==> src/rtl/hit_miss_tone_gen.sv <==
// Hit/miss tone generator: each new hit or miss code plays a fixed-length
// square-wave tone into the codec sample registers, silence otherwise.
module hit_miss_tone_gen #(
  parameter int HIT_HALF_PERIOD  = 28409,
  parameter int MISS_HALF_PERIOD = 113636,
  parameter int TONE_CYCLES      = 10000000,
  parameter int AMPLITUDE        = 10000000
) (
  input  logic        clk,
  input  logic        reset,
  input  logic [1:0]  hit_miss,
  input  logic        audio_out_allowed,
  output logic        write_audio_out,
  output logic [31:0] left_channel_audio_out,
  output logic [31:0] right_channel_audio_out,
  output logic        busy
);

  localparam int MAX_HALF =
    (HIT_HALF_PERIOD > MISS_HALF_PERIOD) ?
    HIT_HALF_PERIOD : MISS_HALF_PERIOD;
  localparam int DUR_W =
    (TONE_CYCLES > 1) ? $clog2(TONE_CYCLES) : 1;
  localparam int HALF_W =
    (MAX_HALF > 1) ? $clog2(MAX_HALF) : 1;

  localparam logic [DUR_W-1:0] DUR_LOAD =
    DUR_W'(TONE_CYCLES - 1);
  localparam logic [HALF_W-1:0] HIT_LOAD =
    HALF_W'(HIT_HALF_PERIOD - 1);
  localparam logic [HALF_W-1:0] MISS_LOAD =
    HALF_W'(MISS_HALF_PERIOD - 1);
  localparam logic signed [31:0] POS = 32'(AMPLITUDE);
  localparam logic signed [31:0] NEG = -POS;

  typedef enum logic {IDLE, PLAY} state_t;

  state_t             state;
  logic [1:0]         hit_miss_q;
  logic               tone_sel;
  logic               phase;
  logic [DUR_W-1:0]   dur_cnt;
  logic [HALF_W-1:0]  half_cnt;
  logic signed [31:0] sample;

  logic              is_code;
  logic              event_fire;
  logic              new_sel;
  logic [HALF_W-1:0] new_load;
  logic [HALF_W-1:0] cur_load;

  assign is_code    = (hit_miss == 2'b01) ||
                      (hit_miss == 2'b10);
  assign event_fire = is_code && (hit_miss != hit_miss_q);
  assign new_sel    = hit_miss[1];
  assign new_load   = new_sel ? MISS_LOAD : HIT_LOAD;
  assign cur_load   = tone_sel ? MISS_LOAD : HIT_LOAD;

  // A retrigger is checked first so it wins over expiry.
  always_ff @(posedge clk) begin
    if (reset) begin
      state      <= IDLE;
      hit_miss_q <= 2'b00;
      tone_sel   <= 1'b0;
      phase      <= 1'b0;
      dur_cnt    <= '0;
      half_cnt   <= '0;
      sample     <= '0;
      busy       <= 1'b0;
    end else begin
      hit_miss_q <= hit_miss;
      if (event_fire) begin
        state    <= PLAY;
        tone_sel <= new_sel;
        dur_cnt  <= DUR_LOAD;
        half_cnt <= new_load;
        phase    <= 1'b1;
        sample   <= POS;
        busy     <= 1'b1;
      end else if (state == PLAY) begin
        if (dur_cnt == '0) begin
          state  <= IDLE;
          phase  <= 1'b0;
          sample <= '0;
          busy   <= 1'b0;
        end else begin
          dur_cnt <= dur_cnt - 1'b1;
          if (half_cnt == '0) begin
            half_cnt <= cur_load;
            phase    <= ~phase;
            sample   <= phase ? NEG : POS;
          end else begin
            half_cnt <= half_cnt - 1'b1;
            sample   <= phase ? POS : NEG;
          end
        end
      end else begin
        sample <= '0;
        busy   <= 1'b0;
      end
    end
  end

  // Codec takes whatever sample is held; timing never waits on it.
  assign write_audio_out         = audio_out_allowed & ~reset;
  assign left_channel_audio_out  = sample;
  assign right_channel_audio_out = sample;

endmodule

==> config.mk <==
export PLATFORM = sky130hd
export DESIGN_NAME = hit_miss_tone_gen
export DESIGN_NICKNAME = d
export VERILOG_FILES = /design/src/rtl/hit_miss_tone_gen.sv
export SDC_FILE = /design/constraint.sdc
export NUM_CORES = 1
export LEC_CHECK = 0
export ABC_AREA = 1
export CORE_MARGIN = 5
export CORE_UTILIZATION = 52
export CTS_CLUSTER_SIZE = 14
export DETAILED_ROUTE_END_ITERATION = 6
export PLACE_DENSITY = 0.78
export SYNTH_ARGS = -nofsm -noshare
export SYNTH_HDL_FRONTEND = slang
export SYNTH_SLANG_ARGS = --single-unit
==> constraint.sdc <==
create_clock -name clk -period 2 [get_ports clk]
set_input_delay 0.4 -clock clk [delete_from_list [all_inputs] [get_ports clk]]
set_output_delay 0.4 -clock clk [all_outputs]
set_load 0.005 [all_outputs]
==> reports/metrics.cfg <==
[place]
io_buffers = 56
place_inst = 626
gp_congestion = 0.922
dp_slack_ps = -33.4
dp_hpwl_um = 6610

[synthesis]
yosys-top-cells-area = dfxtp_1 (28%), buf_4 (13%), nand2_1 (13%)
synthCells = 534
synth.ff_latch_count = 49
yosysWarnings = 0
netlist_area_mm2 = 0.00351
synth_top_area_share_pct = 27.9
synth_top_area_cell = dfxtp_1
synth_seq_area_share_pct = 27.9
ys_types = 38
syn_area_per_cell_um2 = 6.58

[hold_path]
hp-class = reg2reg
hp-start = tone_sel

[routing]
wl_per_cell_um = 13.0
ant_nets = 0
firstDrtPassIters = 4
post-route-drc-count = 0
viasPerCell = 5.17
wl_um = 8240
via_count = 3275
drt_iter0_drc = 239

[sta]
period_needed_ps = 1980
skew_ps = 13.8
rsz0062_at_grt = no
hold_violations = 0
period_share_pct = 99.2
clock.fmax_mhz = 504
setup_ws_ps = 17.0
maxSlewViolCount = 0
setup_violations = 0

[critical_path]
cp-startpoint = reset
cp_top_family = buffers and inverters
critPathArrivalTime_ps = 1580
crit_path_max_fanout = 2
crit_path_top_delay_cell = clkdlybuf4s50_1
start_kind = input port
crit_type = in2out
r2r_start = dur_cnt[0]
path_cells = clkdlybuf4s50_1 -> nor2_1 -> clkdlybuf4s50_1
crit_top_cell = clkdlybuf4s50_1
cp-end-kind = primary output
worst-path-buf-inv = 2
required_ps = 1600
critical-path-max-stage-delay_ps = 520

[clock_tree]
cts_root_buf = clkbuf_8
clkSlewWorstSetupHoldPaths_ps = 90
postCtsResizedCells = 0
clock_sinks = 49
holdBufCountCts = 0
htreeDepth = 2
cts_setup_buffers = 0
clk_latency_ps = 310
cts-buffers-inserted = 5
tritoncts = yes
cts_buffer_depth = 2

[global_route]
grt_first_pass_wirelength_um = 13600
grt_usage_pct = 19.5
antenna_found_initial = 0
grt_pass1_vias = 2935
grt-ovfl-total = 0
grt_max_degree = 35

[cells_and_area]
finalNonFillerCells = 634
layout_commonest_cell = nand2_1
final_cell_mix = nand2_1 (117), nor2_1 (66), clkdlybuf4s50_1 (56), inv_1 (54), dfxtp_1 (49)
n_fill_cell = 654
seq_area_um2 = 981
n_antenna_cell = 0
nNetsFinal = 562
drive_gt1_share_pct = 8.12
area_growth_syn_to_layout_pct = 11.3
multiInputGateArea_mm2 = 0.00182

[die]
design.core.area_mm2 = 0.00668
die_w_um = 92.2
start_util_pct = 52.6
row_count = 30
dieArea_mm2 = 0.00850
pin_count = 71
die_y_um = 92.2

[outcome]
status = finished clean

[pwr]
p_sw_share_pct = 37.4
seq_power_share_pct = 42.8
power_frac_comb_pct = 36.3
p_leak_nw = 1.79
vdd.ir_drop.worst_uv = 391
p_clk_share_pct = 20.9
powerDensity_mw_per_mm2 = 705
internal_power_w = 0.00173
p_sw_w = 0.00103

[flow_run]
cap_violations = 0

[worst min-delay path: stages, from the launching register on]
cell and delay, ps:
dfxtp_1 330, nand2_1 60, a21oi_1 50
[per-stage QoR]
| step | setup TNS (ps) | area, um^2 | util, % | hold slack (ps) | total power, W |
|---|---|---|---|---|---|
| 2_1_floorplan | 0 | 3560 | - | 451 | 0.00196 |
| 3_3_place_gp | 0 | 3820 | 57.2 | 474 | 0.00217 |
| 3_5_place_dp | -152 | 3820 | 57.2 | 470 | 0.00219 |
| 4_1_cts | 0 | 3910 | 58.5 | 483 | 0.00276 |
| 5_1_grt | 0 | 3910 | 58.5 | 503 | 0.00295 |
| 6_report | 0 | 3910 | 58.5 | 482 | 0.00276 |
[cells in the mapped netlist (all sizes together)]
| library cell | count |
|---|---|
| a21oi | 34 |
| a31oi | 1 |
| and2 | 1 |
| and3 | 2 |
| buf | 69 |
| clkbuf | 4 |
| clkinv | 1 |
| conb | 1 |
| dfxtp | 49 |
| ha | 4 |
| inv | 58 |
| nand2 | 119 |
| nand3 | 39 |
| nand3b | 4 |
| nand4 | 13 |
| nor2 | 76 |
| nor3 | 5 |
| nor3b | 1 |
| nor4 | 1 |
| o211ai | 5 |
| o21ai | 25 |
| or2 | 2 |
| xnor2 | 9 |
| xor2 | 11 |
[metal layers]
metal / part of all wire, % / GRT usage (%) / up-vias
met1: 46 / 26.9 / 1468
met4: 1.7 / 5.07 / 0
met5: 0 / 0 / -
li1: - / - / 1663
met3: 8.2 / 4.18 / 14
met2: 44 / 31.0 / 130
[layout make-up]
| type | count | area share [%] |
|---|---|---|
| well taps | 80 | 2.56 |
| clock inverters | 2 | 0.256 |
| flip-flops and latches | 49 | 25.1 |
| multi-input cells | 366 | 46.7 |
| inverters | 59 | 5.80 |
| repair buffers | 72 | 17.7 |
| clock buffers | 6 | 1.86 |
[flip-flops by register name, indices dropped and copies added, names as in the netlist]
signal	count
busy	1
left_channel_audio_out	2
state	1
phase	1
dur_cnt	24
half_cnt	17
tone_sel	1
hit_miss_q	2
[power groups by stage]
stage	clock (W)	sequential (W)	combinational [W]
floorplan	0	0.00118	0.000781
global placement	0	0.00120	0.000973
detailed placement	0	0.00120	0.000992
CTS	0.000586	0.00118	0.000996
global route	0.000630	0.00120	0.00113
finish	0.000575	0.00118	0.00100
[final timing paths]
check	endpoint	slack, ps	depth (start not counted)
max	write_audio_out	20	3
min	tone_sel	480	2
max reg2reg	dur_cnt[6]	180	12
min reg2reg	tone_sel	480	2
[cells by family after synthesis]
| group | share of synthesized area, % |
|---|---|
| other | 0.107 |
| adder cells (fa/ha/maj) | 1.43 |
| XOR/XNOR | 4.99 |
| AND/OR/NAND/NOR | 34.2 |
| buffers and inverters | 21.5 |
| AO/OA/AOI/OAI | 9.80 |
| flip-flops | 27.9 |
(Power assumes the default switching activity.)
